## config.mk

```make
export PLATFORM = sky130hd
export DESIGN_NAME = fluorescence_frame_tx
export DESIGN_NICKNAME = d
export VERILOG_FILES = /design/src/rtl/fluorescence_frame_tx.sv
export SDC_FILE = /design/constraint.sdc
export NUM_CORES = 1
export LEC_CHECK = 0
export ABC_AREA = 1
export CORE_UTILIZATION = 30
export DETAILED_ROUTE_END_ITERATION = 10
export SETUP_SLACK_MARGIN = 0.2
export SLEW_MARGIN = 20
export SYNTH_ARGS = -nofsm -noshare
export SYNTH_HDL_FRONTEND = slang
export SYNTH_SLANG_ARGS = --single-unit
```

## constraint.sdc

```tcl
create_clock -name clock_in -period 2.05 [get_ports clock_in]
set_clock_uncertainty 0.15 [all_clocks]
set_input_delay 0.3075 -clock clock_in [delete_from_list [all_inputs] [get_ports clock_in]]
set_output_delay 0.3075 -clock clock_in [all_outputs]
set_load 0.05 [all_outputs]
```

## src/rtl/fluorescence_frame_tx.sv

```systemverilog
// UART transmitter for photon-count measurements: one 10-byte frame
// (sync, add count, subtract count, XOR checksum) per accepted measurement, 8N1.
module fluorescence_frame_tx #(
    parameter int unsigned CLKS_PER_BIT = 434,
    parameter logic [7:0]  SYNC_BYTE    = 8'hA5
) (
    input  logic        clock_in,
    input  logic        reset,
    input  logic [31:0] add_count_in,
    input  logic [31:0] subtract_count_in,
    input  logic        frame_valid,
    output logic        frame_ready,
    output logic        tx_out,
    output logic        busy
);

    localparam int unsigned TIMER_W   = (CLKS_PER_BIT > 1) ? $clog2(CLKS_PER_BIT) : 1;
    localparam int unsigned LAST_BYTE = 9;
    localparam logic [TIMER_W-1:0] BIT_LAST = TIMER_W'(CLKS_PER_BIT - 1);

    typedef enum logic [1:0] {IDLE, START, DATA, STOP} state_t;

    state_t             state;
    logic [TIMER_W-1:0] timer;
    logic [2:0]         bit_cnt;
    logic [3:0]         byte_idx;
    logic [7:0]         shift;
    logic [31:0]        add_q;
    logic [31:0]        sub_q;
    logic [7:0]         csum_q;

    logic [7:0] in_csum_c;
    logic [3:0] next_idx_c;
    logic [7:0] next_byte_c;

    // Checksum over the eight count bytes as presented on the accept edge
    always_comb begin
        in_csum_c = add_count_in[7:0]   ^ add_count_in[15:8]
                  ^ add_count_in[23:16] ^ add_count_in[31:24]
                  ^ subtract_count_in[7:0]   ^ subtract_count_in[15:8]
                  ^ subtract_count_in[23:16] ^ subtract_count_in[31:24];
    end

    // Byte to load after the current byte's stop bit (byte 0 is loaded on accept)
    always_comb begin
        next_idx_c  = byte_idx + 4'd1;
        next_byte_c = csum_q;
        case (next_idx_c)
            4'd1:    next_byte_c = add_q[7:0];
            4'd2:    next_byte_c = add_q[15:8];
            4'd3:    next_byte_c = add_q[23:16];
            4'd4:    next_byte_c = add_q[31:24];
            4'd5:    next_byte_c = sub_q[7:0];
            4'd6:    next_byte_c = sub_q[15:8];
            4'd7:    next_byte_c = sub_q[23:16];
            4'd8:    next_byte_c = sub_q[31:24];
            default: next_byte_c = csum_q;
        endcase
    end

    always_ff @(posedge clock_in or negedge reset) begin
        if (!reset) begin
            state       <= IDLE;
            timer       <= '0;
            bit_cnt     <= '0;
            byte_idx    <= '0;
            shift       <= '0;
            add_q       <= '0;
            sub_q       <= '0;
            csum_q      <= '0;
            tx_out      <= 1'b1;
            frame_ready <= 1'b1;
            busy        <= 1'b0;
        end else begin
            case (state)
                IDLE: begin
                    if (frame_valid) begin
                        add_q       <= add_count_in;
                        sub_q       <= subtract_count_in;
                        csum_q      <= in_csum_c;
                        byte_idx    <= '0;
                        shift       <= SYNC_BYTE;
                        timer       <= BIT_LAST;
                        tx_out      <= 1'b0;
                        frame_ready <= 1'b0;
                        busy        <= 1'b1;
                        state       <= START;
                    end
                end
                START: begin
                    if (timer == '0) begin
                        timer   <= BIT_LAST;
                        bit_cnt <= '0;
                        tx_out  <= shift[0];
                        state   <= DATA;
                    end else begin
                        timer <= timer - TIMER_W'(1);
                    end
                end
                DATA: begin
                    if (timer == '0) begin
                        timer <= BIT_LAST;
                        if (bit_cnt == 3'd7) begin
                            tx_out <= 1'b1;
                            state  <= STOP;
                        end else begin
                            shift   <= {1'b0, shift[7:1]};
                            tx_out  <= shift[1];
                            bit_cnt <= bit_cnt + 3'd1;
                        end
                    end else begin
                        timer <= timer - TIMER_W'(1);
                    end
                end
                STOP: begin
                    if (timer == '0) begin
                        if (byte_idx == 4'(LAST_BYTE)) begin
                            frame_ready <= 1'b1;
                            busy        <= 1'b0;
                            state       <= IDLE;
                        end else begin
                            byte_idx <= next_idx_c;
                            shift    <= next_byte_c;
                            timer    <= BIT_LAST;
                            tx_out   <= 1'b0;
                            state    <= START;
                        end
                    end else begin
                        timer <= timer - TIMER_W'(1);
                    end
                end
                default: state <= IDLE;
            endcase
        end
    end

endmodule

```

### Yosys cells after proc, flatten, opt, wreduce, memory -nomap -nowiden

Index checks and enable logic that the tools add are counted.

| operators by class | value |
|---|---|
| add/subtract/negate cells | 3 |
| eq/ne operators | 22 |
| mux-type cells | 41 |
| bitwise operators | 7 |
| reduce and logical (&&, ||, !) cells | 14 |

Operators with widths:

| cell | count |
|---|---|
| one-hot mux 8 bit (8 select lines) | 1 |
| bitwise XOR 8 bit | 7 |
| two-way mux 8 bit | 5 |
| two-way mux 9 bit | 4 |
| one-hot mux 9 bit (3 select lines) | 1 |
| one-hot mux 8 bit (3 select lines) | 1 |
| == test 4 x 3 -> 1 bit (second input constant) | 4 |
| inequality test 2 bit (second input constant) | 8 |
| two-way mux 1 bit | 12 |
| two-way mux 4 bit | 3 |
| AND reduction 4 bit | 3 |
| two-way mux 2 bit | 5 |
| AND reduction 5 bit | 2 |
| logical NOT 9 bit | 1 |
| two-way mux 3 bit | 3 |
| subtractor 9 x 1 -> 9 bit (second input constant) | 1 |
| == test 4 x 2 -> 1 bit (second input constant) | 2 |
| == test 4 bit (second input constant) | 2 |
| one-hot mux 2 bit (4 select lines) | 1 |
| one-hot mux 4 bit (2 select lines) | 1 |
| one-hot mux 3 bit (2 select lines) | 1 |
| AND reduction 6 bit | 1 |
| adder 4 x 1 -> 4 bit (second input constant) | 1 |
| == test 2 bit (second input constant) | 2 |
| other kinds (12) | 15 |

| storage, ports and cells | value |
|---|---|
| bits in registers | 101 |
| bits of input ports | 67 |
| output and inout port bits | 3 |
| logic and storage cells | 98 |

### Logic depth before layout (Yosys ltp)

Gate-level depths: netlist of run 1.

| depth | value |
|---|---|
| word-level depth | 7 |
| mapped depth | 12 |
| gate-level depth less buffers | 12 |

### Worst setup path after synthesis of run 1

No wires, ideal clock.

| path | value |
|---|---|
| kind | reg2reg |
| from | reg byte_idx[0] |
| to | reg shift[6] |
| setup time | 0.073 ns |
| data arrival time | 1.702 ns |
| data required time | 1.827 ns |
| setup slack | 0.125 ns |
| cell stages (with the launch flop) | 11 |
| path buffers | 2 |
| period minus slack after synthesis | 1.925 ns |
| cells stage by stage | dfrtp_1 inv_1 ha_1 clkbuf_1 clkbuf_1 nand4_1 nand2_1 nor2_1 nand3_1 nand3_1 a21oi_2 |

| between the ends | value |
|---|---|
| longest elaborated chain between the ends | 6 |
| elaborated cells between the ends (all ways) | 16 |
| classes of those cells | add/sub: 1; eq/ne: 10; mux: 4; reduce/logical: 1 |

Ends and longest elaborated chain:

| item | line | source |
|---|---|---|
| from (decl) | 26 | `logic [3:0] byte_idx;` |
| from (signal assigned) | 122 | `byte_idx <= next_idx_c;` |
| adder 4 x 1 -> 4 bit | 46 | `next_idx_c = byte_idx + 4'd1;` |
| == test 4 bit, or another cell as far along | 48 | `case (next_idx_c)` |
| one-hot mux 8 bit (8 select lines) | 48 |  |
| two-way mux 8 bit | 117 | `if (byte_idx == 4'(LAST_BYTE)) begin` |
| two-way mux 8 bit | 116 | `if (timer == '0) begin` |
| one-hot mux 8 bit (3 select lines) | 75 | `case (state)` |
| to (signal assigned) | 107 | `shift <= {1'b0, shift[7:1]};` |
| to (signal assigned) | 123 | `shift <= next_byte_c;` |
| to (decl) | 27 | `logic [7:0] shift;` |

Several ways; a longest one is shown, not always the timed one. The select of a mux whose other input is x is not followed.
A chain may end at the register's enable or synchronous reset.

### Worst setup path in the final report of run 1

| path | value |
|---|---|
| from | reg timer[0] |
| to | reg state[0] |

| between the ends | value |
|---|---|
| longest elaborated chain between the ends | 3 |
| elaborated cells between the ends (all ways) | 5 |
| classes of those cells | eq/ne: 3; reduce/logical: 2 |

Ends and longest elaborated chain:

| item | line | source |
|---|---|---|
| from (decl) | 24 | `logic [TIMER_W-1:0] timer;` |
| from (signal assigned) | 97 | `timer <= timer - TIMER_W'(1);` |
| from (signal assigned) | 112 | `timer <= timer - TIMER_W'(1);` |
| from (signal assigned) | 129 | `timer <= timer - TIMER_W'(1);` |
| logical NOT 9 bit (*) | 91, 101, 116 |  |
| inequality test 2 bit (no line) | -- |  |
| AND reduction 5 bit (no line) (*) | -- |  |
| to (signal assigned) | 95 | `state <= DATA;` |
| to (signal assigned) | 105 | `state <= STOP;` |
| to (signal assigned) | 120 | `state <= IDLE;` |
| to (decl) | 23 | `state_t state;` |

Mark *: on every way between the ends. The rest lies on a longest branch, timed or not.

==> summary.md, run 1 <==
### Placed design
- **Area after DPL** 7120 µm²
- **number of placed cells counting well taps** 1077
- **count of buffers inserted at the top-level ports** 69
- **Detailed Place HPWL** 11900 µm
- **placer's final routability congestion estimate** 0.802
- **placement-stage worst setup slack** -0.0844 ns

### Power and ir drop
- **power share of the clock group** 42.1%
- **register share of total power** 47.7%
- **power density cells** 533 nW/µm²
- **fraction of power consumed by combinational cells** 10.2%
- **internal power summed over all cells** 3.11 mW
- **leakage power figure** 3.78 nW
- **Net Switching** 1.07 mW
- **Switching Fraction** 25.5%
- **peak supply drop** 0.000392 V

### Clocking
- **Max H-tree Level** 3
- **Num CTS Buffers** 9
- **CTS Root Buffer Type** sky130_fd_sc_hd__clkbuf_16
- **clock transition time at the flip-flop clock pins of the worst setup and hold paths** 0.07 ns
- **clock tree from TritonCTS** built
- **Skew-Pair Late Insertion Delay** 0.37 ns
- **maximum clock insertion buffer count** 2
- **CTS sink cnt** 101

### Detailed routing
- **initial detailed-routing violation count** 302
- **post-DR vias/cell** 4.68
- **total via count in the routed design** 5243
- **first-pass detailed-route iteration total** 4
- **average wire per standard cell** 14.5 µm
- **number of DRC violations after detailed routing** 0
- **post-route ant nets** 0
- **final WL** 16300 µm

### Final layout
- **# nets final** 935
- **share of final-layout standard cells stronger than drive strength 1** 19.5%
- **Non-Filler Cell Area, Final** 7820 µm²
- **commonest cells after routing, fill and taps aside** 244 x sky130_fd_sc_hd__nand2_1, 98 x sky130_fd_sc_hd__dfrtp_1, 65 x sky130_fd_sc_hd__clkdlybuf4s50_1
- **filler cell count in the final layout** 1927
- **Layout area overhead** 32.7%
- **most common cell after layout, fill and taps aside** sky130_fd_sc_hd__nand2_1
- **count of non-filler cells in the finished layout** 1120
- **Antenna Diode Count** 0

### Worst setup path
- **critical path class** flop to flop
- **most repeated library cell on the critical path** sky130_fd_sc_hd__inv_2
- **worst endpoint required time** 2.14 ns
- **cell type group with the largest total delay on the critical path** simple AND/OR/NAND/NOR gates
- **Worst Setup Start Kind** flop
- **origin of the critical flop-to-flop path** timer[0]
- **Stages on worst setup path** 9
- **master of the slowest instance on the critical path** sky130_fd_sc_hd__dfrtp_1
- **crit path capture type** flop
- **CP Max Fanout** 5
- **crit path launch** timer[0]
- **delay of the slowest cell on the worst path** 0.39 ns
- **CP cell instances** inv_2, ha_4, inv_2, nor3_4, nand3_4, a21oi_4, nand4_1, a21oi_1, o22ai_1
- **data arrival time of the worst path** 2.05 ns
- **total buffers and inverters traversed by the critical path** 2
- **number of cells traversed by the worst register-to-register path** 9

### Logic synthesis
- **Netlist Area Pre-Place** 5900 µm²
- **#FFs+latches synth** 101
- **sequential-to-total area share from yosys stat** 42.9%
- **post-synth cell types** 34
- **predominant post-synthesis flop cell** sky130_fd_sc_hd__dfrtp_1
- **largest cells by area after synthesis** sky130_fd_sc_hd__dfrtp_1 42%, sky130_fd_sc_hd__nand2_1 16%, sky130_fd_sc_hd__nand4_1 6.4%, sky130_fd_sc_hd__nand3_1 4.8%, sky130_fd_sc_hd__xor2_1 3.9%
- **average footprint of a synthesized cell** 7.91 µm²
- **Synth Warn #** 0
- **Yosys top cell area share** 42.0%
- **count of flip-flops with a built-in enable after synthesis** 0
- **number of instances in the synthesized netlist** 745
- **Async S/R FF share, synth** 100%
- **leading area contributor after synthesis** sky130_fd_sc_hd__dfrtp_1
- **Synthesized Nets** 825

### STA
- **post-layout worst setup margin** 0.0965 ns
- **actual slew at the worst max-slew pin** 0.489 ns
- **Final Hold Fails** 0
- **final worst path period share** 95.3%
- **setup tns final** 0 ns
- **Achievable Freq** 0.512 GHz
- **Pins Over Slew Limit** 0
- **RSZ-0062 raised after global routing** yes
- **total setup violations reported at the end of the flow** 0
- **post-layout min period** 1.95 ns
- **Slew Limit Headroom** 67.5%

### Global route
- **GRT Residual Overflow** 0
- **number of global-route vias before repair** 5058
- **overall fraction of global-route tracks in use** 17.0%
- **largest net degree at the start of global routing** 73
- **antenna violations before repair** 0
- **wire length of the first global-routing pass** 26300 µm

### Floorplanning
- **Chip Width** 142 µm
- **initial standard-cell utilization of the core** 31.1%
- **floorplan row count** 50
- **die boundary height** 142 µm
- **Floorplan Core Area** 19000 µm²
- **count of boundary I/O pins** 70
- **area of the die** 20200 µm²

### Outcome
- **run status** complete, no violations

### Min path
- **class of the tightest hold or removal check** primary input to async pin

### Job
- **total of max-cap violations** 0

==> layout make-up <==
type / instances / area [µm²] / area share [%]
multi-input combinational: 558 / 3160 / 40.4
sequential: 101 / 2530 / 32.4
timing repair buffer: 134 / 1300 / 16.6
tap: 260 / 325 / 4.16
clock buffer: 10 / 239 / 3.05
inverter: 50 / 200 / 2.56
clock inverter: 6 / 57.6 / 0.736
timing repair inverter: 1 / 6.26 / 0.0800
==> power by group through the flow <==
stage / Sequential (mW) / Combinational (mW) / Clock [mW]
5_1_grt: 1.99 / 0.468 / 1.89
4_1_cts: 1.99 / 0.433 / 1.81
3_3_place_gp: 2.03 / 0.427 / 0
6_report: 1.99 / 0.426 / 1.76
2_1_floorplan: 2.03 / 0.156 / 0
3_5_place_dp: 2.03 / 0.429 / 0
==> cells in the mapped netlist (2+ instances only) <==
library cell               instances
sky130_fd_sc_hd__nand3_4           2
sky130_fd_sc_hd__buf_6             6
sky130_fd_sc_hd__nor3_1            5
sky130_fd_sc_hd__nand2_1         248
sky130_fd_sc_hd__nor2_8            2
sky130_fd_sc_hd__inv_1            43
sky130_fd_sc_hd__o21ai_0          31
sky130_fd_sc_hd__clkbuf_1         21
sky130_fd_sc_hd__o22ai_1           2
sky130_fd_sc_hd__nand2_2           8
sky130_fd_sc_hd__nand2_4           4
sky130_fd_sc_hd__nand3_2           3
sky130_fd_sc_hd__nor2_1           34
sky130_fd_sc_hd__dfstp_2           2
sky130_fd_sc_hd__nand3_1          57
sky130_fd_sc_hd__a21oi_1          11
sky130_fd_sc_hd__xnor2_1          24
sky130_fd_sc_hd__ha_1             13
sky130_fd_sc_hd__buf_2            11
sky130_fd_sc_hd__or2_2             9
sky130_fd_sc_hd__inv_2             6
sky130_fd_sc_hd__nand4_1          60
sky130_fd_sc_hd__o31ai_1           3
sky130_fd_sc_hd__a21oi_2           7
sky130_fd_sc_hd__xor2_1           26
sky130_fd_sc_hd__dfrtp_1          99
==> final timing paths <==
path | endpoint | slack [ns]
max in group asynchronous | tx_out | 0.90
max | state[0] | 0.1
min | timer[5] | 0.27
min in group clock_in | frame_ready | 0.32
min reg2reg | frame_ready | 0.32
max reg2reg | state[0] | 0.1
==> per-stage QoR <==
stage / hold WS, ns / power (mW) / util [%]
6_report: 0.269 / 4.17 / 41.3
5_1_grt: 0.278 / 4.35 / 41.3
4_1_cts: 0.268 / 4.24 / 40.4
3_5_place_dp: 0.0999 / 2.46 / 37.6
3_3_place_gp: 0.100 / 2.46 / 37.6
2_1_floorplan: -0.138 / 2.19 / -
==> worst register-to-register path, stage by stage, from the launching register on <==
cell,delay [ns]
sky130_fd_sc_hd__dfrtp_1,0.39
sky130_fd_sc_hd__inv_2,0.08
sky130_fd_sc_hd__ha_4,0.13
sky130_fd_sc_hd__inv_2,0.04
sky130_fd_sc_hd__nor3_4,0.16
sky130_fd_sc_hd__nand3_4,0.15
sky130_fd_sc_hd__a21oi_4,0.26
sky130_fd_sc_hd__nand4_1,0.21
sky130_fd_sc_hd__a21oi_1,0.18
sky130_fd_sc_hd__o22ai_1,0.08
==> per-layer routing <==
| layer | up-vias | GRT usage, % | part of all wire, % |
|---|---|---|---|
| met1 | 2438 | 22.2 | 46 |
| met3 | 17 | 3.40 | 4.0 |
| met5 | - | 0 | 0 |
| li1 | 2668 | - | - |
| met4 | 0 | 6.85 | 2.4 |
| met2 | 120 | 27.6 | 47 |
==> state kept, by name, indices dropped and copies added (netlist names) <==
register and flops:
csum_q 8, shift 8, state 2, sub_q 32, tx_out 1, add_q 32
busy 1, bit_cnt 3, frame_ready 1, byte_idx 4, timer 9
==> what timing repair did <==
item / in CTS / in global routing
hold buffers: 1 / 0
hold endpoints to repair: 20 / 0
pin swaps: 13 / 12
gates cloned: 2 / 1
buffers inserted: 11 / 12
resized for setup: 37 / 21
endpoints found under the setup margin: 23 / 30
==> kinds of logic (layout without fill, tap and decap cells) <==
family | Yosys count | in the layout | synth area share, %
flip-flops | 101 | 101 | 42.9
XOR/XNOR | 50 | 50 | 7.43
AO/OA/AOI/OAI | 57 | 57 | 5.73
adder cells (fa/ha/maj) | 13 | 13 | 2.76
AND/OR/NAND/NOR | 436 | 438 | 34.6
buffers and inverters | 88 | 201 | 6.60
No activity file was read; power rests on OpenSTA's default activity.
==> run 2, diff against run 1 <==
CORE_UTILIZATION = 45   (was 30)
CTS_BUF_LIST = sky130_fd_sc_hd__clkbuf_4   (was default)
PLACE_DENSITY = 0.69   (was default)
SLEW_MARGIN = default   (was 20)
==> summary.md, run 2 (synthesis results as in run 1) <==
### Placed design
- **placement-stage worst setup slack** -0.0363 ns
- **placer's final routability congestion estimate** 0.861
- **Detailed Place HPWL** 11200 µm
- **number of placed cells counting well taps** 978
- **count of buffers inserted at the top-level ports** 69

### Final layout
- **# nets final** 936
- **Antenna Diode Count** 0
- **most common cell after layout, fill and taps aside** sky130_fd_sc_hd__nand2_1
- **registers with the most flip-flops** add_q x32, sub_q x32, timer x9
- **count of non-filler cells in the finished layout** 1033
- **share of final-layout standard cells stronger than drive strength 1** 21.7%
- **Layout area overhead** 32.6%
- **commonest cells after routing, fill and taps aside** 237 x sky130_fd_sc_hd__nand2_1, 98 x sky130_fd_sc_hd__dfrtp_1, 65 x sky130_fd_sc_hd__clkdlybuf4s50_1
- **filler cell count in the final layout** 1125
- **utilization after layout** 61.4%

### STA
- **Slew Limit Headroom** 63.6%
- **Achievable Freq** 0.491 GHz
- **RSZ-0062 raised after global routing** yes
- **Final Hold Fails** 0
- **Final Hold Slack** 0.118 ns
- **actual slew at the worst max-slew pin** 0.542 ns
- **post-layout min period** 2.04 ns
- **post-layout worst setup margin** 0.0115 ns
- **final worst path period share** 99.4%
- **total setup violations reported at the end of the flow** 0
- **Pins Over Slew Limit** 0

### Min path
- **class of the tightest hold or removal check** primary input to async pin

### Clocking
- **clock tree from TritonCTS** built
- **Num CTS Buffers** 9
- **CTS Root Buffer Type** sky130_fd_sc_hd__clkbuf_4
- **maximum clock insertion buffer count** 2
- **CTS sink cnt** 101
- **Skew-Pair Late Insertion Delay** 0.51 ns
- **Max H-tree Level** 3
- **clock transition time at the flip-flop clock pins of the worst setup and hold paths** 0.18 ns

### Power and ir drop
- **power density cells** 454 nW/µm²
- **peak supply drop** 0.000316 V
- **total design power** 3.55 mW
- **leakage power figure** 3.80 nW

### Global route
- **GRT busiest layer** met2
- **wire length of the first global-routing pass** 25500 µm
- **largest net degree at the start of global routing** 73
- **met2 Usage GRT** 40.7%
- **global routing usage on met1** 31.7%
- **met3 layer usage reported by global route** 6.12%
- **overall fraction of global-route tracks in use** 24.8%
- **antenna violations before repair** 0
- **number of global-route vias before repair** 5279
- **GRT Residual Overflow** 0

### Worst setup path
- **data arrival time of the worst path** 2.32 ns
- **origin of the critical flop-to-flop path** byte_idx[0]
- **CP Max Fanout** 8
- **Worst Setup Start Kind** flop
- **crit path capture type** flop
- **critical path class** flop to flop
- **R2R setup slack** 0.01 ns
- **worst endpoint required time** 2.33 ns
- **number of cells traversed by the worst register-to-register path** 11
- **RR Endpoint** shift[3]

### Detailed routing
- **initial detailed-routing violation count** 519
- **post-DR vias/cell** 5.47
- **average wire per standard cell** 17.1 µm
- **total via count in the routed design** 5651
- **number of DRC violations after detailed routing** 0
- **final WL** 17600 µm
- **post-route ant nets** 0
- **first-pass detailed-route iteration total** 5

### Floorplanning
- **initial standard-cell utilization of the core** 46.3%
- **area of the die** 13600 µm²
- **die boundary height** 116 µm
- **count of boundary I/O pins** 70
- **floorplan row count** 41
- **Floorplan Core Area** 12700 µm²
- **Chip Width** 116 µm

### Job
- **total of max-cap violations** 0

### Outcome
- **run status** complete, no violations

-- run 2: cell count changes in the layout (fill, tap and decap cells not counted), sizes merged, moves of 2 or more --
cell      delta
buf          -5
clkbuf       +4
inv          -5
clkinv       +2
nor2         +2
clkinvlp     +2
-- run 2: metrics by stage --
step | TNS, ns | cell area, µm²
after CTS | -0.102 | 7340
after global placement | -0.00772 | 6900
after detailed placement | -0.0817 | 6900
final | 0 | 7820
after floorplan | 0 | 5910
after global routing | -0.569 | 7820
-- run 2: power breakdown --
| part | switching, mW | total [mW] | internal [mW] | leakage [nW] |
|---|---|---|---|---|
| registers | 0 | 1.99 | 1.99 | 1.32 |
| clock network | 0.732 | 1.13 | 0.399 | 0.0805 |
| logic | 0.201 | 0.422 | 0.221 | 2.41 |
-- run 2: worst max-delay path by stage --
stage          depth (start not counted)  slack, ns     endpoint        start
2_1_floorplan                         12       0.20     shift[1]  byte_idx[0]
4_1_cts                               11      -0.02  byte_idx[0]     timer[1]
6_report                              11       0.01     shift[3]  byte_idx[0]
3_3_place_gp                           9     -0.008     shift[5]     timer[0]
5_1_grt                               11      -0.08     shift[1]  byte_idx[0]
3_5_place_dp                           9      -0.04     shift[5]     timer[0]
-- run 2: layer usage --
layer | wire, µm | vias to the layer above | part of all wire (%)
met5 | 0 | - | 0
met1 | 7310 | 2706 | 41
met4 | 612 | 0 | 3.5
met2 | 8550 | 231 | 48
li1 | - | 2667 | -
met3 | 1160 | 47 | 6.6
-- run 2: final cells by class --
class                   count  area, µm²  area share, %
clock inverters             6       71.3          0.913
clock buffers              10       75.1          0.961
inverters                  50        216           2.77
multi-input cells         560       3320           42.5
repair inverters            1       7.51         0.0961
well taps                 172        215           2.75
repair buffers            133       1380           17.6
flip-flops and latches    101       2530           32.4
-- run 2: critical path, stage by stage (launching register included) --
cell,delay [ns]
sky130_fd_sc_hd__dfrtp_2,0.47
sky130_fd_sc_hd__ha_4,0.17
sky130_fd_sc_hd__nand2_2,0.11
sky130_fd_sc_hd__nand2_4,0.11
sky130_fd_sc_hd__buf_4,0.18
sky130_fd_sc_hd__nand3_2,0.09
sky130_fd_sc_hd__nand2_4,0.08
sky130_fd_sc_hd__nor2_8,0.18
sky130_fd_sc_hd__nand2_8,0.09
sky130_fd_sc_hd__nand3_1,0.08
sky130_fd_sc_hd__nand3_1,0.10
sky130_fd_sc_hd__a21oi_2,0.14
-- run 2: timing repair --
item | 4_1_cts | 5_1_grt
hold buffers | 1 | 0
gates resized for setup | 39 | 69
hold endpoints to repair | 85 | 0
pin swaps | 19 | 27
endpoints found under the setup margin | 26 | 82
buffers inserted | 13 | 15
gates cloned | 5 | 5
==> edit 1: new RTL, config.mk and constraints of run 2 <==
Re-encode `state_t` (4 states) as one-hot, 4 bits wide.
--- a/src/rtl/fluorescence_frame_tx.sv
+++ b/src/rtl/fluorescence_frame_tx.sv
@@ -18,7 +18,7 @@
     localparam int unsigned LAST_BYTE = 9;
     localparam logic [TIMER_W-1:0] BIT_LAST = TIMER_W'(CLKS_PER_BIT - 1);
 
-    typedef enum logic [1:0] {IDLE, START, DATA, STOP} state_t;
+    typedef enum logic [3:0] {IDLE = 4'b0001, START = 4'b0010, DATA = 4'b0100, STOP = 4'b1000} state_t;
 
     state_t             state;
     logic [TIMER_W-1:0] timer;
Function: same outputs for any inputs over 10 cycles, from zero or initial values and one cycle with reset low; not proved beyond that.
==> edit 1 against run 2 <==
Area after synthesis up 0.53%. Core utilization is 1.7 points higher. Via count fell by 1.8%. Worst setup slack improved by 0.042 ns. Cell area is 2.7% higher. Maximum frequency increased by 2.1%. Final cell count is 0.29% higher. Count of clock-buffer cells in the layout shrank 1. Sequential cell count grew 2. Routed wire length shrank 2.6%. Sequential share of layout area is 0.18 points lower. Non-clock buffer count rose by 1.
Power is not compared: it rests on default switching activity, and its combinational part moved more than twofold at a synthesized area within 25%.
==> edit 1: results (changes against run 2) <==
** Run status
- The run finished with clean final reports.

** Clock network
- Number of H-tree levels :: 3 (unchanged)
- The clock-pin slew of the registers on the worst-case setup and hold paths was 0.18 ns (about the same).
- The number of clock buffers inserted by TritonCTS came to 9 (unchanged).
- The maximum root-to-sink buffer count came to 2 (unchanged).
- Cell chosen for the clock root :: sky130_fd_sc_hd__clkbuf_4

** Detailed routing
- The via count of the routed design was 5,551 (-1.8%).
- The number of design-rule violations left by the first detailed-router iteration came to 301 (-42%).
- First drt pass iteration count :: 5 (unchanged)
- The routed wire length per instance came to 16.58 um (-2.8%).

** Timing
- Endpoints failing hold :: 0 (unchanged)
- The headroom to the max-slew limit came to 0.6380 (+0.002321).

** Synth
- Yosys attributes the largest share of cell area to sky130_fd_sc_hd__dfrtp_1, sky130_fd_sc_hd__nand2_1, sky130_fd_sc_hd__nand4_1.
- Syn. warnings :: 0 (unchanged)
- Synthesized netlist net count :: 820 (-0.61%)
- Portion of the post-synthesis area used by sequential elements :: 0.4355 (+0.006391)
- Top cells by count, synth :: sky130_fd_sc_hd__nand2_1, sky130_fd_sc_hd__dfrtp_1, sky130_fd_sc_hd__nand4_1, sky130_fd_sc_hd__inv_1, sky130_fd_sc_hd__nor2_1
- The most common cell in the synthesized netlist is sky130_fd_sc_hd__nand2_1.
- Ys async rst share :: 1.000 (unchanged)
- The number of distinct standard cells referenced by the synthesized netlist is 37 (+8.8%).

** Finish
- NumNets Final :: 935 (-0.11%)
- Total inserted antenna cells :: 0 (unchanged)
- Fraction of final layout cells sized beyond drive strength 1 :: 0.2685 (+0.05133)

** GRT
- The via count of the first global-routing pass came to 5,358 (+1.5%).
- The first-pass GRT wire length is 26,450 um (+3.5%).
- The initial antenna violation count came to 0 (unchanged).
- The overall routing resource usage is 0.2554 (+0.007051).
- Largest net degree at the start of global routing :: 74 (+1.4%)

** Critical path
- In this run the worst setup path terminates at shift[4]$_DFFE_PN0P_.
- The depth of the most critical reg-to-reg path was 11 (unchanged).
- R2R Path End :: shift[4]$_DFFE_PN0P_
- In this run the critical register-to-register path is launched from byte_idx[0]$_DFFE_PN0P_.
- Setup crit start kind :: flip-flop
- R2R Setup Slk :: 0.05 ns (+0.04 ns)
- The maximum net fanout on the critical path came to 8 (unchanged).

** Pwr
- Peak supply drop :: 0.0006833 V
- The analysis attributes to cell leakage a power of 3.779 nW.

** Placement
- The final weighted congestion of routability-driven global placement was 0.8733 (+1.5%).
- # port buffers :: 69 (unchanged)
- HPWL after DPL :: 11,380 um (+1.4%)

** Hold path
- Min-Delay Path Class :: in -> async
## edit 1: changes by cell type after synthesis, moves of 6 or more
cell,run 2,this run
sky130_fd_sc_hd__o21ai_0,31,25
sky130_fd_sc_hd__nand3_1,57,42
sky130_fd_sc_hd__nand2_1,248,254
sky130_fd_sc_hd__clkbuf_1,21,13
sky130_fd_sc_hd__nor2_1,34,44
sky130_fd_sc_hd__nand3_2,3,16
## edit 1: per-layer routing
metal,track usage,wire length (um),vias up
met4,0.1257,630,0
met2,0.4347,8611,170
met5,0,0,-
met1,0.3137,7303,2677
li1,-,-,2670
met3,0.04359,633,34
## edit 1: per-stage QoR
stage / worst slack [ns] / instances / hold WS [ns] / setup TNS (ns) / cell area, sq um
6_report: 0.05320 / 1036 / 0.1364 / 0 / 8026
5_1_grt: -0.005029 / 1036 / 0.2036 / -0.005029 / 8026
4_1_cts: 0.1278 / 1024 / 0.1592 / 0 / 7659
3_5_place_dp: -0.1418 / 989 / 0.1761 / -0.1419 / 7047
3_3_place_gp: -0.1264 / 989 / 0.1668 / -0.1264 / 7047
2_1_floorplan: 0.1931 / 744 / -0.1381 / 0 / 5982
## edit 1: critical path, stage by stage (launching register included)
cell and delay, ns:
sky130_fd_sc_hd__dfrtp_2 0.50, sky130_fd_sc_hd__buf_6 0.15, sky130_fd_sc_hd__nand4_1 0.12, sky130_fd_sc_hd__buf_6 0.18, sky130_fd_sc_hd__nand2_8 0.12, sky130_fd_sc_hd__buf_8 0.16
sky130_fd_sc_hd__nand4_1 0.07, sky130_fd_sc_hd__nand2_2 0.08, sky130_fd_sc_hd__nor2_2 0.15, sky130_fd_sc_hd__nand3_2 0.09, sky130_fd_sc_hd__nand3_2 0.06, sky130_fd_sc_hd__a21oi_2 0.05
## edit 1: repair_timing
item / CTS / global route
pin swaps: 13 / 22
resized for setup: 68 / 59
hold buffers: 1 / 0
buffers inserted: 10 / 10
setup endpoints to repair: 27 / 85
endpoints found under the hold margin: 36 / 0
gates cloned: 8 / 2
## edit 1: kinds of logic after synthesis
kind of cell / count (synthesis) / share of synthesized area
adders and majority gates: 9 / 0.01900
xor gates and xnor gates: 49 / 0.07241
and+or+nand+nor: 445 / 0.3538
DFF: 103 / 0.4355
AOI/OAI and AO/OA: 53 / 0.05425
buffers and inverters: 85 / 0.06502
## edit 1: final cells by class
class | count | area, sq um
fillers | 1100 | 4696
clock buffers | 9 | 67.56
repair buffers | 134 | 1405
clock inverters | 7 | 66.31
flip-flops and latches | 103 | 2585
well taps | 172 | 215.2
inverters | 50 | 200.2
multi-input cells | 561 | 3487
## edit 1: where the power goes
part / internal, mW / leakage (nW) / switching, mW
registers: 2.92 / 1.25 / 0.553
clock network: 0.279 / 0.0745 / 0.791
logic: 1.65 / 2.45 / 2.42
total: 4.85 / 3.78 / 3.76
==> edit 2: new RTL, config.mk and constraints of run 2 <==
Without the edit above. Set the parameter `CLKS_PER_BIT` to 108 (it was 434).
--- a/src/rtl/fluorescence_frame_tx.sv
+++ b/src/rtl/fluorescence_frame_tx.sv
@@ -1,7 +1,7 @@
 // UART transmitter for photon-count measurements: one 10-byte frame
 // (sync, add count, subtract count, XOR checksum) per accepted measurement, 8N1.
 module fluorescence_frame_tx #(
-    parameter int unsigned CLKS_PER_BIT = 434,
+    parameter int unsigned CLKS_PER_BIT = 108,
     parameter logic [7:0]  SYNC_BYTE    = 8'hA5
 ) (
     input  logic        clock_in,
Formal check against the unedited RTL: no difference found for any inputs over 10 cycles, from zero or initial values and one cycle with reset low; that may be too few to reach the edited logic, so the function may still have changed.
==> edit 2 against run 2 <==
The flow now finishes with violations (negative setup slack). Via count down 3.4%. Routed wire length down 6.0%. Worst setup slack worse by 0.033 ns. Sequential cell count down 2. Count of clock-buffer cells in the layout down 1. Area after synthesis down 3.7%. Cell area down 2.8%. Largest cell class unchanged.
Power is not compared: it rests on default switching activity, and its combinational part moved more than twofold at a synthesized area within 25%.
==> edit 2: results (changes against run 2) <==
** Finish
- The layout filler cell count was 1,041 (-7.5%).
- The net total in the final layout is 918 (-1.9%).
- Registers with the most flip-flops :: add_q x32, sub_q x32
- Total inserted antenna cells :: 0 (unchanged)
- Fraction of final layout cells sized beyond drive strength 1 :: 0.2114 (-0.005788)

** GRT
- GRT met1 Usage :: 0.3124 (-0.004782)
- Global Route met2 Usage :: 0.4048 (-0.002252)
- All-Layer GR Usage :: 0.2479 (-0.0004416)
- The via count of the first global-routing pass was 5,075 (-3.9%).
- The maximum number of pins on one net before global-route repair came to 72 (-1.4%).
- The fraction of met3 tracks used by global routing came to 0.05347 (-0.007768).
- The initial antenna violation count is 0 (unchanged).
- The first-pass GRT wire length came to 24,810 um (-2.9%).

** Hold path
- The min-delay analysis places its worst path in the category in -> async.

** Critical path
- The maximum net fanout on the critical path is 12 (+4).
- For this run, the slowest stage of the critical path takes 0.46 ns.
- Arrival time at the worst endpoint :: 2.36 ns (+0.04 ns)
- Cell class contributing the biggest share of worst-path delay :: simple AND/OR/NAND/NOR gates
- Among all stages on the critical path, the largest delay is contributed by sky130_fd_sc_hd__dfrtp_1.

** Synth
- The sequential cell area fraction in the yosys report was 0.4369 (+0.007832).
- Ys async rst share :: 1.000 (unchanged)
- The commonest cells after synthesis are sky130_fd_sc_hd__nand2_1, sky130_fd_sc_hd__dfrtp_1, sky130_fd_sc_hd__nand4_1, sky130_fd_sc_hd__nand3_1, sky130_fd_sc_hd__inv_1.
- Syn. warnings :: 0 (unchanged)
- Synth unique cells :: 34 (unchanged)
- Synthesized netlist net count :: 808 (-2.1%)
- After synthesis, the cell types taking the most area are sky130_fd_sc_hd__dfrtp_1, sky130_fd_sc_hd__nand2_1, sky130_fd_sc_hd__nand4_1.
- Among all flip-flop cells after synthesis, the most frequent one is sky130_fd_sc_hd__dfrtp_1.

** Placement
- The final weighted congestion of routability-driven global placement was 0.8762 (+1.8%).
- HPWL after DPL :: 11,010 um (-1.9%)
- The instance area at placement was 6745 sq um (-2.3%).
- The pre-CTS setup slack is -0.3356 ns (-0.2993 ns).

** Detailed routing
- First drt pass iteration count :: 5 (unchanged)
- DRT iter0 DRCs :: 374 (-28%)
- Post-detailed-route wirelength per cell :: 16.41 um (-3.8%)
- Detail-routed via count per cell :: 5.403 (-1.2%)

** Timing
- The setup-violating endpoint count in the final report was 2 (+2).
- PnR worst setup slack :: -0.02156 ns (-0.03310 ns)
- Transition time at the pin with the least slew margin :: 0.3788 ns (-0.1635 ns)

** Clock network
- At the later pin of the worst-skew pair, clock insertion delay measures 0.50 ns.
- Maximum number of buffers from clock root to sink :: 2 (unchanged)
- The tree is rooted in a sky130_fd_sc_hd__clkbuf_4.
- Number of H-tree levels :: 3 (unchanged)
- The number of clock buffers inserted by TritonCTS was 9 (unchanged).

** Pwr
- Cell leakage power :: 3.684 nW
- VDD sags by at most 0.0004506 V.
- For this design the ratio of total power to cell area is 569.1 nW/um^2.

** Run status
- The run finished, with violations left.
- Violated checks :: negative setup slack
[edit 2: metrics by stage]
step                      instances  TNS (ns)
after floorplan                 727         0
after global placement          962   -0.3980
after detailed placement        962   -0.5563
after CTS                       995         0
after global routing           1010   -0.7233
final                          1010  -0.02414
[edit 2: worst paths after layout]
path	from	to	slack (ns)	depth (start not counted)
worst min register to register	frame_ready$_DFFE_PN1P_	frame_ready$_DFFE_PN1P_	0.33	2
min in group clock_in	subtract_count_in[23]	sub_q[23]$_DFFE_PN0P_	0.22	3
worst max register to register	byte_idx[1]$_DFFE_PN0P_	shift[0]$_DFFE_PN0P_	-0.02	11
worst min-delay path	reset	add_q[12]$_DFFE_PN0P_	0.09	2
max in group asynchronous	reset	sub_q[12]$_DFFE_PN0P_	1.01	3
worst max-delay path	byte_idx[1]$_DFFE_PN0P_	shift[0]$_DFFE_PN0P_	-0.02	11
[edit 2: logic make-up after synthesis]
kind of cell / Yosys count / share of synthesized area
buf+inv: 83 / 0.06327
compound gates: 58 / 0.05908
simple gates: 425 / 0.3358
flops: 99 / 0.4369
fa+ha+maj: 14 / 0.03086
xor+xnor: 48 / 0.07407
[edit 2: timing repair]
action | 4_1_cts | 5_1_grt
cloned | 1 | 5
endpoints found under the hold margin | 98 | 0
setup buffers | 15 | 10
gates resized for setup | 33 | 68
setup endpoints to repair | 17 | 32
hold buffers | 1 | 0
pin swaps | 9 | 20
[edit 2: layout make-up]
type	count	area, sq um	area share
clock buffers	9	67.56	0.008899
clock inverters	7	87.58	0.01154
inverters	47	186.4	0.02456
multi-input cells	547	3157	0.4158
flip-flops and latches	99	2482	0.3270
well taps	168	210.2	0.02769
repair buffers	133	1401	0.1846
[edit 2: metal layers]
metal  vias up  part of all wire  routed length [um]
met3        40             0.059                 975
li1       2595                 -                   -
met5         -                 0                   0
met1      2610              0.41                6876
met2       212              0.48                8021
met4         0             0.042                 703
[edit 2: where the power goes]
group / total [mW] / internal (mW) / switching, mW
logic: 0.958 / 0.455 / 0.503
registers: 2.22 / 2.10 / 0.114
clock network: 1.14 / 0.395 / 0.749
total: 4.32 / 2.96 / 1.37
